File: config.mk
export PLATFORM = sky130hd
export DESIGN_NAME = tthbif_tap_trainer_flat
export DESIGN_NICKNAME = d
export VERILOG_FILES = /design/src/rtl/tthbif_pkg.sv /design/src/rtl/tthbif_tap_trainer_if.sv /design/src/rtl/tthbif_tap_trainer_prbs7_checker.sv /design/src/rtl/tthbif_tap_trainer.sv /design/src/flat_wrapper.sv
export SDC_FILE = /design/constraint.sdc
export NUM_CORES = 1
export LEC_CHECK = 0
export CAP_MARGIN = 20
export CELL_PAD_IN_SITES_DETAIL_PLACEMENT = 0
export CELL_PAD_IN_SITES_GLOBAL_PLACEMENT = 1
export CORE_ASPECT_RATIO = 1.2
export CORE_MARGIN = 2
export CORE_UTILIZATION = 47
export CTS_CLUSTER_SIZE = 10
export DETAILED_ROUTE_END_ITERATION = 8
export PLACE_DENSITY_LB_ADDON = 0.15
export SYNTH_ARGS = -nofsm -noshare
export SYNTH_HDL_FRONTEND = slang
export SYNTH_SLANG_ARGS = --single-unit
File: constraint.sdc
create_clock -name clk_i -period 2.6 [get_ports clk_i]
set_input_delay 0.65 -clock clk_i [delete_from_list [all_inputs] [get_ports clk_i]]
set_output_delay 0.65 -clock clk_i [all_outputs]
set_load 0.05 [all_outputs]
File: src/rtl/tthbif_pkg.sv
`default_nettype none
// ============================================================================
// Module      : tthbif_pkg
// Description : Shared types and constants for the tthbif RX tap trainer.
// Revision    : 1.0  initial release
// ============================================================================
package tthbif_pkg;

    // One tap select (4 flop taps x 4 comb taps)
    typedef logic [1:0] tap_sel_t;

    // Sweep sequencer states
    typedef enum logic [2:0] {
        IDLE    = 3'd0,
        SETTLE  = 3'd1,
        MEASURE = 3'd2,
        EVAL    = 3'd3,
        APPLY   = 3'd4
    } train_state_e;

    // PRBS7 (x^7 + x^6 + 1): history length and the two feedback positions
    localparam int c_PRBS7_W      = 7;
    localparam int c_PRBS7_TAP_HI = 6;
    localparam int c_PRBS7_TAP_LO = 5;

endpackage : tthbif_pkg
`default_nettype wire

File: src/rtl/tthbif_tap_trainer_if.sv
`default_nettype none
// ============================================================================
// Module      : tthbif_tap_trainer_if
// Description : Control / status bundle between a sweep initiator and the
//               tap trainer. The master starts sweeps and supplies lane bits;
//               the slave (trainer) returns tap selects and results.
// Revision    : 1.0  initial release
// ============================================================================
interface tthbif_tap_trainer_if #(
    parameter int TAP_SEL_W = 2,
    parameter int ERR_W     = 9
);
    logic                 start_i;
    logic                 rx_i;
    logic [TAP_SEL_W-1:0] rx_flop_tap_sel_o;
    logic [TAP_SEL_W-1:0] rx_comb_tap_sel_o;
    logic                 busy_o;
    logic                 done_o;
    logic                 lock_o;
    logic [ERR_W-1:0]     best_err_o;

    modport master (
        output start_i, rx_i,
        input  rx_flop_tap_sel_o, rx_comb_tap_sel_o, busy_o, done_o, lock_o, best_err_o
    );

    modport slave (
        input  start_i, rx_i,
        output rx_flop_tap_sel_o, rx_comb_tap_sel_o, busy_o, done_o, lock_o, best_err_o
    );
endinterface : tthbif_tap_trainer_if
`default_nettype wire

File: src/rtl/tthbif_tap_trainer_prbs7_checker.sv
`default_nettype none
// ============================================================================
// Module      : prbs7_checker
// Description : Self-synchronising PRBS7 checker. The history register is
//               loaded with the received bits themselves, so after 7 clean
//               bits it is aligned with no seeding. A single flipped bit
//               produces three hits (as current bit, then at taps 5 and 6).
// Revision    : 1.0  initial release
// ============================================================================
module prbs7_checker
    import tthbif_pkg::*;
(
    input  wire logic clk_i,
    input  wire logic rst_i,
    input  wire logic bit_i,
    output logic      err_o
);

    logic [c_PRBS7_W-1:0] r_hist;

    // History shifts every cycle regardless of what the trainer is doing
    always_ff @(posedge clk_i or posedge rst_i) begin
        if (rst_i) begin
            r_hist <= '0;
        end else begin
            r_hist <= {r_hist[c_PRBS7_W-2:0], bit_i};
        end
    end

    assign err_o = bit_i ^ r_hist[c_PRBS7_TAP_HI] ^ r_hist[c_PRBS7_TAP_LO];

endmodule : prbs7_checker
`default_nettype wire

File: src/rtl/tthbif_tap_trainer.sv
`default_nettype none
// ============================================================================
// Module      : tthbif_tap_trainer
// Description : Automatic RX tap-training controller for one tthbif lane.
//               Sweeps every {flop, comb} tap combination, scores each with
//               a PRBS7 checker and applies the one with the fewest errors.
// Revision    : 1.0  initial release
// ============================================================================
module tthbif_tap_trainer
    import tthbif_pkg::*;
#(
    parameter int TAP_SEL_W     = 2,
    parameter int SETTLE_CYCLES = 16,   // must be >= 8 to flush checker history
    parameter int WINDOW_CYCLES = 256,
    parameter int ERR_W         = 9     // $clog2(WINDOW_CYCLES+1)
)(
    input  wire logic            clk_i,
    input  wire logic            rst_i,
    tthbif_tap_trainer_if.slave  bus
);

    localparam int c_IDX_W  = 2 * TAP_SEL_W;
    localparam int c_PH_MAX = (SETTLE_CYCLES > WINDOW_CYCLES) ? SETTLE_CYCLES : WINDOW_CYCLES;
    localparam int c_PH_W   = (c_PH_MAX > 1) ? $clog2(c_PH_MAX) : 1;

    localparam logic [c_PH_W-1:0]  c_SETTLE_LAST = c_PH_W'(SETTLE_CYCLES - 1);
    localparam logic [c_PH_W-1:0]  c_WINDOW_LAST = c_PH_W'(WINDOW_CYCLES - 1);
    localparam logic [c_IDX_W-1:0] c_IDX_LAST    = '1;
    localparam logic [ERR_W-1:0]   c_ERR_SAT     = '1;

    train_state_e         r_state;
    train_state_e         w_next;
    logic [c_PH_W-1:0]    r_phase;
    logic [c_IDX_W-1:0]   r_idx;
    logic [c_IDX_W-1:0]   r_best_idx;
    logic [c_IDX_W-1:0]   r_applied;
    logic [ERR_W-1:0]     r_err_cnt;
    logic [ERR_W-1:0]     r_best_err;
    logic [ERR_W-1:0]     r_best_err_o;
    logic                 r_busy;
    logic                 r_done;
    logic                 r_lock;
    logic                 w_chk_err;
    logic                 w_sweeping;

    prbs7_checker u_chk (
        .clk_i (clk_i),
        .rst_i (rst_i),
        .bit_i (bus.rx_i),
        .err_o (w_chk_err)
    );

    // State register
    always_ff @(posedge clk_i or posedge rst_i) begin
        if (rst_i) begin
            r_state <= IDLE;
        end else begin
            r_state <= w_next;
        end
    end

    // Next-state: start is only honoured in IDLE, so APPLY always returns there
    always_comb begin
        w_next = r_state;
        case (r_state)
            IDLE:    if (bus.start_i)              w_next = SETTLE;
            SETTLE:  if (r_phase == c_SETTLE_LAST) w_next = MEASURE;
            MEASURE: if (r_phase == c_WINDOW_LAST) w_next = EVAL;
            EVAL:    w_next = (r_idx == c_IDX_LAST) ? APPLY : SETTLE;
            APPLY:   w_next = IDLE;
            default: w_next = IDLE;
        endcase
    end

    // Shared SETTLE/MEASURE phase counter, restarts on every state change
    always_ff @(posedge clk_i or posedge rst_i) begin
        if (rst_i) begin
            r_phase <= '0;
        end else if ((r_state != w_next) || ((r_state != SETTLE) && (r_state != MEASURE))) begin
            r_phase <= '0;
        end else begin
            r_phase <= r_phase + c_PH_W'(1);
        end
    end

    // Sweep datapath: scoring, best-so-far tracking and result application
    always_ff @(posedge clk_i or posedge rst_i) begin
        if (rst_i) begin
            r_idx        <= '0;
            r_best_idx   <= '0;
            r_applied    <= '0;
            r_err_cnt    <= '0;
            r_best_err   <= '0;
            r_best_err_o <= '0;
            r_busy       <= 1'b0;
            r_done       <= 1'b0;
            r_lock       <= 1'b0;
        end else begin
            r_done <= 1'b0;
            case (r_state)
                IDLE: begin
                    if (bus.start_i) begin
                        r_idx      <= '0;
                        r_best_idx <= '0;
                        r_best_err <= c_ERR_SAT;
                        r_err_cnt  <= '0;
                        r_busy     <= 1'b1;
                    end
                end
                MEASURE: begin
                    if (w_chk_err && (r_err_cnt != c_ERR_SAT)) begin
                        r_err_cnt <= r_err_cnt + ERR_W'(1);
                    end
                end
                EVAL: begin
                    // Strict compare: on a tie the earlier (lower) index wins
                    if (r_err_cnt < r_best_err) begin
                        r_best_err <= r_err_cnt;
                        r_best_idx <= r_idx;
                    end
                    r_err_cnt <= '0;
                    if (r_idx != c_IDX_LAST) begin
                        r_idx <= r_idx + c_IDX_W'(1);
                    end
                end
                APPLY: begin
                    r_applied    <= r_best_idx;
                    r_best_err_o <= r_best_err;
                    r_lock       <= (r_best_err == '0);
                    r_done       <= 1'b1;
                    r_busy       <= 1'b0;
                end
                default: ;
            endcase
        end
    end

    // Taps follow the index under test while sweeping, else the applied result
    assign w_sweeping = (r_state == SETTLE) || (r_state == MEASURE) || (r_state == EVAL);

    assign bus.rx_flop_tap_sel_o = w_sweeping ? r_idx[c_IDX_W-1:TAP_SEL_W]
                                              : r_applied[c_IDX_W-1:TAP_SEL_W];
    assign bus.rx_comb_tap_sel_o = w_sweeping ? r_idx[TAP_SEL_W-1:0]
                                              : r_applied[TAP_SEL_W-1:0];
    assign bus.busy_o     = r_busy;
    assign bus.done_o     = r_done;
    assign bus.lock_o     = r_lock;
    assign bus.best_err_o = r_best_err_o;

endmodule : tthbif_tap_trainer
`default_nettype wire

File: src/flat_wrapper.sv
// flat-port wrapper written by rule: the top's interface ports become plain ports
module tthbif_tap_trainer_flat import tthbif_pkg::*;
#(
    parameter int TAP_SEL_W     = 2,
    parameter int SETTLE_CYCLES = 16,                                           
    parameter int WINDOW_CYCLES = 256,
    parameter int ERR_W         = 9                               
)
  (clk_i, rst_i, bus_start_i, bus_rx_i, bus_rx_flop_tap_sel_o, bus_rx_comb_tap_sel_o, bus_busy_o, bus_done_o, bus_lock_o, bus_best_err_o);
  tthbif_tap_trainer_if #(.TAP_SEL_W(TAP_SEL_W), .ERR_W(ERR_W)) bus_i ();
  input  wire logic clk_i;
  input  wire logic rst_i;
  input wire logic [$bits(bus_i.start_i)-1:0] bus_start_i;
  input wire logic [$bits(bus_i.rx_i)-1:0] bus_rx_i;
  output wire logic [$bits(bus_i.rx_flop_tap_sel_o)-1:0] bus_rx_flop_tap_sel_o;
  output wire logic [$bits(bus_i.rx_comb_tap_sel_o)-1:0] bus_rx_comb_tap_sel_o;
  output wire logic [$bits(bus_i.busy_o)-1:0] bus_busy_o;
  output wire logic [$bits(bus_i.done_o)-1:0] bus_done_o;
  output wire logic [$bits(bus_i.lock_o)-1:0] bus_lock_o;
  output wire logic [$bits(bus_i.best_err_o)-1:0] bus_best_err_o;
  assign bus_i.start_i = bus_start_i;
  assign bus_i.rx_i = bus_rx_i;
  assign bus_rx_flop_tap_sel_o = bus_i.rx_flop_tap_sel_o;
  assign bus_rx_comb_tap_sel_o = bus_i.rx_comb_tap_sel_o;
  assign bus_busy_o = bus_i.busy_o;
  assign bus_done_o = bus_i.done_o;
  assign bus_lock_o = bus_i.lock_o;
  assign bus_best_err_o = bus_i.best_err_o;
  tthbif_tap_trainer #(.TAP_SEL_W(TAP_SEL_W), .SETTLE_CYCLES(SETTLE_CYCLES), .WINDOW_CYCLES(WINDOW_CYCLES), .ERR_W(ERR_W)) u_core (.clk_i(clk_i), .rst_i(rst_i), .bus(bus_i));
endmodule
Word-level counts from Yosys, hierarchy flattened --
Index checks and enable logic that the tools add are counted.
Word-level totals: input bits 4, memories 0, memory bits (read-only) 0, RAM bits 0, latch bits 0, output and inout bits 16, logic and storage cells 70, flip-flop bits (word level) 60
Operators by class: $mul 0, equal/unequal tests 16, shift operators 0, mux-type cells 22, $add $sub $neg 3, bitwise operators 2, reduce and logical (&&, ||, !) cells 14, magnitude comparators 1, divide/modulo/power cells 0
Operators with widths (count):
- $mux 9 | 4
- $pmux 9 s3 | 1
- $pmux 9 s2 | 1
- $pmux 4 s2 | 2
- $mux 3 | 4
- $mux 4 | 3
- $pmux 3 s4 | 1
- $add 9x1->9 const B | 1
- $logic_not 9->1 | 1
- $lt 9x9->1 | 1
- $ne 9x9->1 const B | 1
- $reduce_and 3->1 | 3
- $add 8x1->8 const B | 1
- $eq 8x4->1 const B | 1
- $eq 8x8->1 const B | 1
- $mux 8 | 1
- $eq 3x2->1 const B | 2
- $ne 2x1->1 const B | 3
- $add 4x1->4 const B | 1
- $eq 4x4->1 const B | 1
- $mux 2 | 2
- $ne 4x4->1 const B | 1
- $reduce_bool 2->1 | 2
- $eq 3x1->1 const B | 1
- other kinds (13) | 18

Depth between registers and ports, before layout --
depth in word-level cells 6, mapped depth 9, gate-level depth less buffers 9

Hierarchy --
Synthesis repeated with hierarchy kept, for this count alone.
Unflattened totals: cells, all modules 290, area, all modules 2852.7 um^2
Modules (own cells, without submodules):
- tthbif_tap_trainer | area an instance 2650.0 um^2, instances 1, cells each 281, sequential area each 1326.3 um^2
- prbs7_checker | area an instance 202.7 um^2, instances 1, cells each 9, sequential area each 175.2 um^2

Worst setup path after synthesis --
Ideal clock, no wire load.
kind flip-flop to flip-flop, from register u_core.r_err_cnt[0], to register u_core.r_err_cnt[3], setup slack 0.599 ns, path buffers 0, cell stages (with the launch flop) 10, data arrival time 1.919 ns, setup time 0.083 ns, clock period less this slack 2.001 ns, required time 2.517 ns, cells stage by stage dfrtp_1 > ha_1 > and3_1 > nand3_1 > nor2_1 > ha_1 > nor2_4 > nand4_1 > or3_1 > o21ai_0
Between the ends: word-level cells in the longest chain between the ends 4, elaborated cells on any way between the ends 7, classes of those cells add/sub (1); eq/ne (2); mux (2); reduce/logical (2)
Ends and longest elaborated chain:
- start, declared | RTL line tthbif_tap_trainer.sv:37 | logic [ERR_W-1:0] r_err_cnt;
- start signal, assigned | RTL line tthbif_tap_trainer.sv:112 | r_err_cnt <= r_err_cnt + ERR_W'(1);
- branches (longest 4 deep; another with $add 9x1->9)
Parallel ways; which one is timed is not known. The select of a mux whose other input is x is not followed. A chain may end at the register's enable or synchronous reset.

Final worst setup path --
from register u_core.r_state[1], to output bus_rx_flop_tap_sel_o[1]
Between the ends: word-level cells in the longest chain between the ends 4, elaborated cells on any way between the ends 6, classes of those cells eq/ne (3); mux (1); reduce/logical (2)
Ends and longest elaborated chain:
- start, declared | RTL line tthbif_tap_trainer.sv:31 | train_state_e r_state;
- start signal, assigned | RTL line tthbif_tap_trainer.sv:58 | r_state <= w_next;
- $eq 3x1->1 or $eq 3x2->1 (tied branches) | RTL line tthbif_tap_trainer.sv:139 | assign w_sweeping = (r_state == SETTLE) || (r_state == MEASURE) || (r_state == EVAL);
- $logic_or 1x1->1 | RTL line tthbif_tap_trainer.sv:139
- $logic_or 1x1->1 * | RTL line tthbif_tap_trainer.sv:139
- $mux 2 * | RTL line tthbif_tap_trainer.sv:141 | assign bus.rx_flop_tap_sel_o = w_sweeping ? r_idx[c_IDX_W-1:TAP_SEL_W]
- end, declared | RTL line flat_wrapper.sv:15 | output wire logic [$bits(bus_i.rx_flop_tap_sel_o)-1:0] bus_rx_flop_tap_sel_o;
Every way passes the cells marked *; elsewhere a longest branch is shown, timed or not.

==> flow_metrics.py <==
metrics = {
    "job": {
        "drv_cap": 0,
    },
    "floorplanning": {
        "initial_utilization_pct": 48.1,
        "num_rows": 31,
        "fp.dieW_um": 75.6,
        "ioPinCount": 20,
        "die_h_um": 89.9,
        "core_area_mm2": 0.00601,
        "dieArea_mm2": 0.00680,
    },
    "final_layout": {
        "nNetsFinal": 309,
        "n_antenna_cell": 0,
        "drive_gt1_share_pct": 18.5,
        "syn_to_final_growth_pct": 19.6,
        "nFillCells": 528,
    },
    "global_routing": {
        "grt_pass1_wl_mm": 9.76,
        "grt_max_degree": 61,
        "track_usage_pct": 19.1,
        "grt_overflow_total": 0,
        "antenna_found_initial": 0,
        "first_global_vias": 2078,
    },
    "placed_design": {
        "dp_slack_ps": 243,
        "io_buffer_count": 19,
        "gp_congestion": 0.780,
        "dp_hpwl_mm": 3.75,
    },
    "route": {
        "vias": 1998,
        "drt_iter0_drc": 63,
        "drt-vias-per-instance": 5.26,
        "wire_per_inst_um": 14.7,
        "wl_mm": 5.60,
        "drc_errors": 0,
        "ant_nets": 0,
        "drtPass1Iterations": 6,
    },
    "worst_setup_path": {
        "start_kind": "flop",
        "cp.arrival_ps": 1870,
        "crit_path_max_fanout": 9,
        "crit_required_ps": 1950,
        "end_kind": "primary output",
        "cpLargestDelayFamily": "flip-flops",
        "critPathBufInv": 1,
        "path_class": "flop to primary output",
        "critPathMaxStageDelay_ps": 500,
        "cp_cell_sequence": "o21bai_1 -> mux2_2 -> buf_4",
        "cp_slowest_cell": "dfrtp_1",
    },
    "clock_network": {
        "htree_levels": 3,
        "path_clk_slew_ps": 70,
        "cts_resized": 0,
        "cts_tree": "built",
        "cts.hold.buffers_added": 0,
        "clock_latency_ps": 340,
        "cts_made_buffers": 9,
        "root_buffer": "clkbuf_8",
        "clk_path_buf_depth": 2,
        "postCtsSetupBuffers": 0,
        "clkSinkCount": 60,
    },
    "yosys": {
        "synthCells": 260,
        "synth_area_leaders": "dfrtp_1 52%, mux2_2 7.0%, ha_1 5.2%",
        "ys_types": 43,
        "synth_top_area_share_pct": 51.9,
        "synth_seq_cells": 60,
        "synthFlopType": "dfrtp_1",
        "synth_top_area_cell": "dfrtp_1",
        "syn_area_mm2": 0.00289,
        "synthArstFlopShare_pct": 100,
        "yosys_warnings": 0,
        "synth-edff-count": 0,
        "ys_seq_area_share_pct": 51.9,
        "synth_fp_nets": 276,
        "avgSynthCellArea_um2": 11.1,
    },
    "timing": {
        "rsz0062_at_grt": "no",
        "finalCritPeriodShare_pct": 96.9,
        "relSlewSlack_pct": 36.0,
        "finalSetupTns_ps": 0,
        "fmax_ghz": 0.397,
        "finalSetupViolations": 0,
        "skew_ps": 6.77,
        "final.min_clock_period_ps": 2520,
        "worstMarginPinSlew_ps": 959,
        "drv_slew": 0,
        "hold_viol_final": 0,
        "worst_slack_ps": 81.6,
    },
    "min_path": {
        "min_path_type": "flop to flop",
    },
    "power_and_ir_drop": {
        "p_per_area_mw_per_mm2": 675,
        "peakVddDrop_uv": 381,
        "leakage_nw": 1.71,
    },
    "outcome": {
        "status": "finished clean",
    },
}
==> flip-flops by register name, summed over array words and instances, names as in the netlist <==
register	cells
u_core.u_chk.r_hist	7
u_core.r_idx	4
u_core.r_applied	4
u_core.r_best_err	9
u_core.r_best_idx	4
u_core.bus.busy_o	1
u_core.r_state	3
u_core.bus.lock_o	1
u_core.bus.done_o	1
u_core.bus.best_err_o	9
u_core.r_err_cnt	9
u_core.r_phase	8
==> power by group <==
part,internal (mW),leakage (nW),switching (mW)
clock,0.688,0.127,0.362
sequential,0.983,0.710,0.0595
combinational,0.106,0.874,0.135
==> layout by cell type, fill, tap and decap left out, types with 2 or more instances in the layout <==
cell type | netlist | layout
ha_1 | 12 | 12
o21bai_1 | 3 | 3
a21oi_1 | 6 | 6
bufinv_16 | 0 | 3
a22o_1 | 2 | 2
mux2_2 | 18 | 18
nor2_1 | 35 | 35
xnor2_1 | 2 | 2
nand2_1 | 24 | 24
o21ai_1 | 2 | 2
clkdlybuf4s50_1 | 0 | 15
o21ai_0 | 12 | 12
buf_4 | 3 | 13
and3_1 | 4 | 4
xor2_1 | 7 | 7
and2_1 | 2 | 2
nor2b_1 | 2 | 2
inv_1 | 12 | 11
nand4_1 | 6 | 6
a41oi_1 | 2 | 2
clkbuf_8 | 0 | 11
dfrtp_1 | 60 | 60
mux2i_1 | 13 | 13
o31ai_1 | 3 | 3
nand3_1 | 7 | 7
==> cell usage after synthesis, types with 2 or more instances <==
library cell / number
a21oi_1: 6
a22o_1: 2
a41oi_1: 2
and2_1: 2
and3_1: 4
buf_4: 3
buf_6: 2
clkbuf_1: 2
dfrtp_1: 60
ha_1: 12
inv_1: 12
mux2_2: 18
mux2i_1: 13
nand2_1: 24
nand3_1: 7
nand4_1: 6
nor2_1: 35
nor2b_1: 2
o21ai_0: 12
o21ai_1: 2
o21bai_1: 3
o31ai_1: 3
xnor2_1: 2
xor2_1: 7
==> metal layers <==
layer / global-route usage (%) / up-vias / part of all wire, %
met5: 0 / - / 0
met4: 10.4 / 0 / 2.3
met3: 4.48 / 15 / 2.8
met2: 29.9 / 26 / 50
met1: 23.7 / 987 / 45
li1: - / 970 / -
==> path summary, 6_finish.rpt <==
check / startpoint / end / slack (ps) / cells after the start
max reg2reg: u_core.r_best_err[2] / u_core.r_best_err[7] / 430 / 7
max: u_core.r_state[1] / bus_rx_flop_tap_sel_o[1] / 80 / 3
min in group asynchronous: rst_i / u_core.bus.best_err_o[3] / 680 / 3
min: u_core.u_chk.r_hist[3] / u_core.u_chk.r_hist[4] / 350 / 0
max in group asynchronous: rst_i / u_core.bus.best_err_o[7] / 1630 / 3
min reg2reg: u_core.u_chk.r_hist[3] / u_core.u_chk.r_hist[4] / 350 / 0
==> per-stage QoR <==
step,hold WS [ps],instance area (µm²),std cells,util (%),power [mW]
after global placement,345,3210,364,53.4,1.31
after CTS,344,3460,380,57.5,2.36
after global routing,352,3460,380,57.5,2.44
final,345,3460,380,57.5,2.33
after floorplan,331,2890,260,-,1.18
after detailed placement,336,3210,364,53.4,1.31
==> final cells by class <==
type | count | area [µm²] | area share (%)
flip-flops and latches | 60 | 1500 | 43.4
clock inverters | 4 | 95.1 | 2.75
clock buffers | 12 | 155 | 4.48
multi-input cells | 181 | 1290 | 37.4
inverters | 12 | 45.0 | 1.30
well taps | 82 | 103 | 2.97
repair buffers | 29 | 268 | 7.74
==> worst register-to-register path, delay by kind of cell, from the launching register on <==
kind                     cells  cell delay, ps
AO/OA/AOI/OAI                3            1000
adder cells (fa/ha/maj)      1             300
buffers and inverters        1              70
flip-flops                   1             420
multiplexers                 1             260
AND/OR/NAND/NOR              1              50
==> kinds of logic (layout without fill, tap and decap cells) <==
logic type / after synthesis / after routing / share of synthesized area [%]
compound gates: 36 / 36 / 8.53
xor+xnor: 10 / 10 / 3.55
fa+ha+maj: 12 / 12 / 5.19
buf+inv: 19 / 57 / 3.38
flops: 60 / 60 / 51.9
mux: 31 / 31 / 11.5
simple gates: 92 / 92 / 15.9
Note: power is estimated with default switching activity, not from simulation.
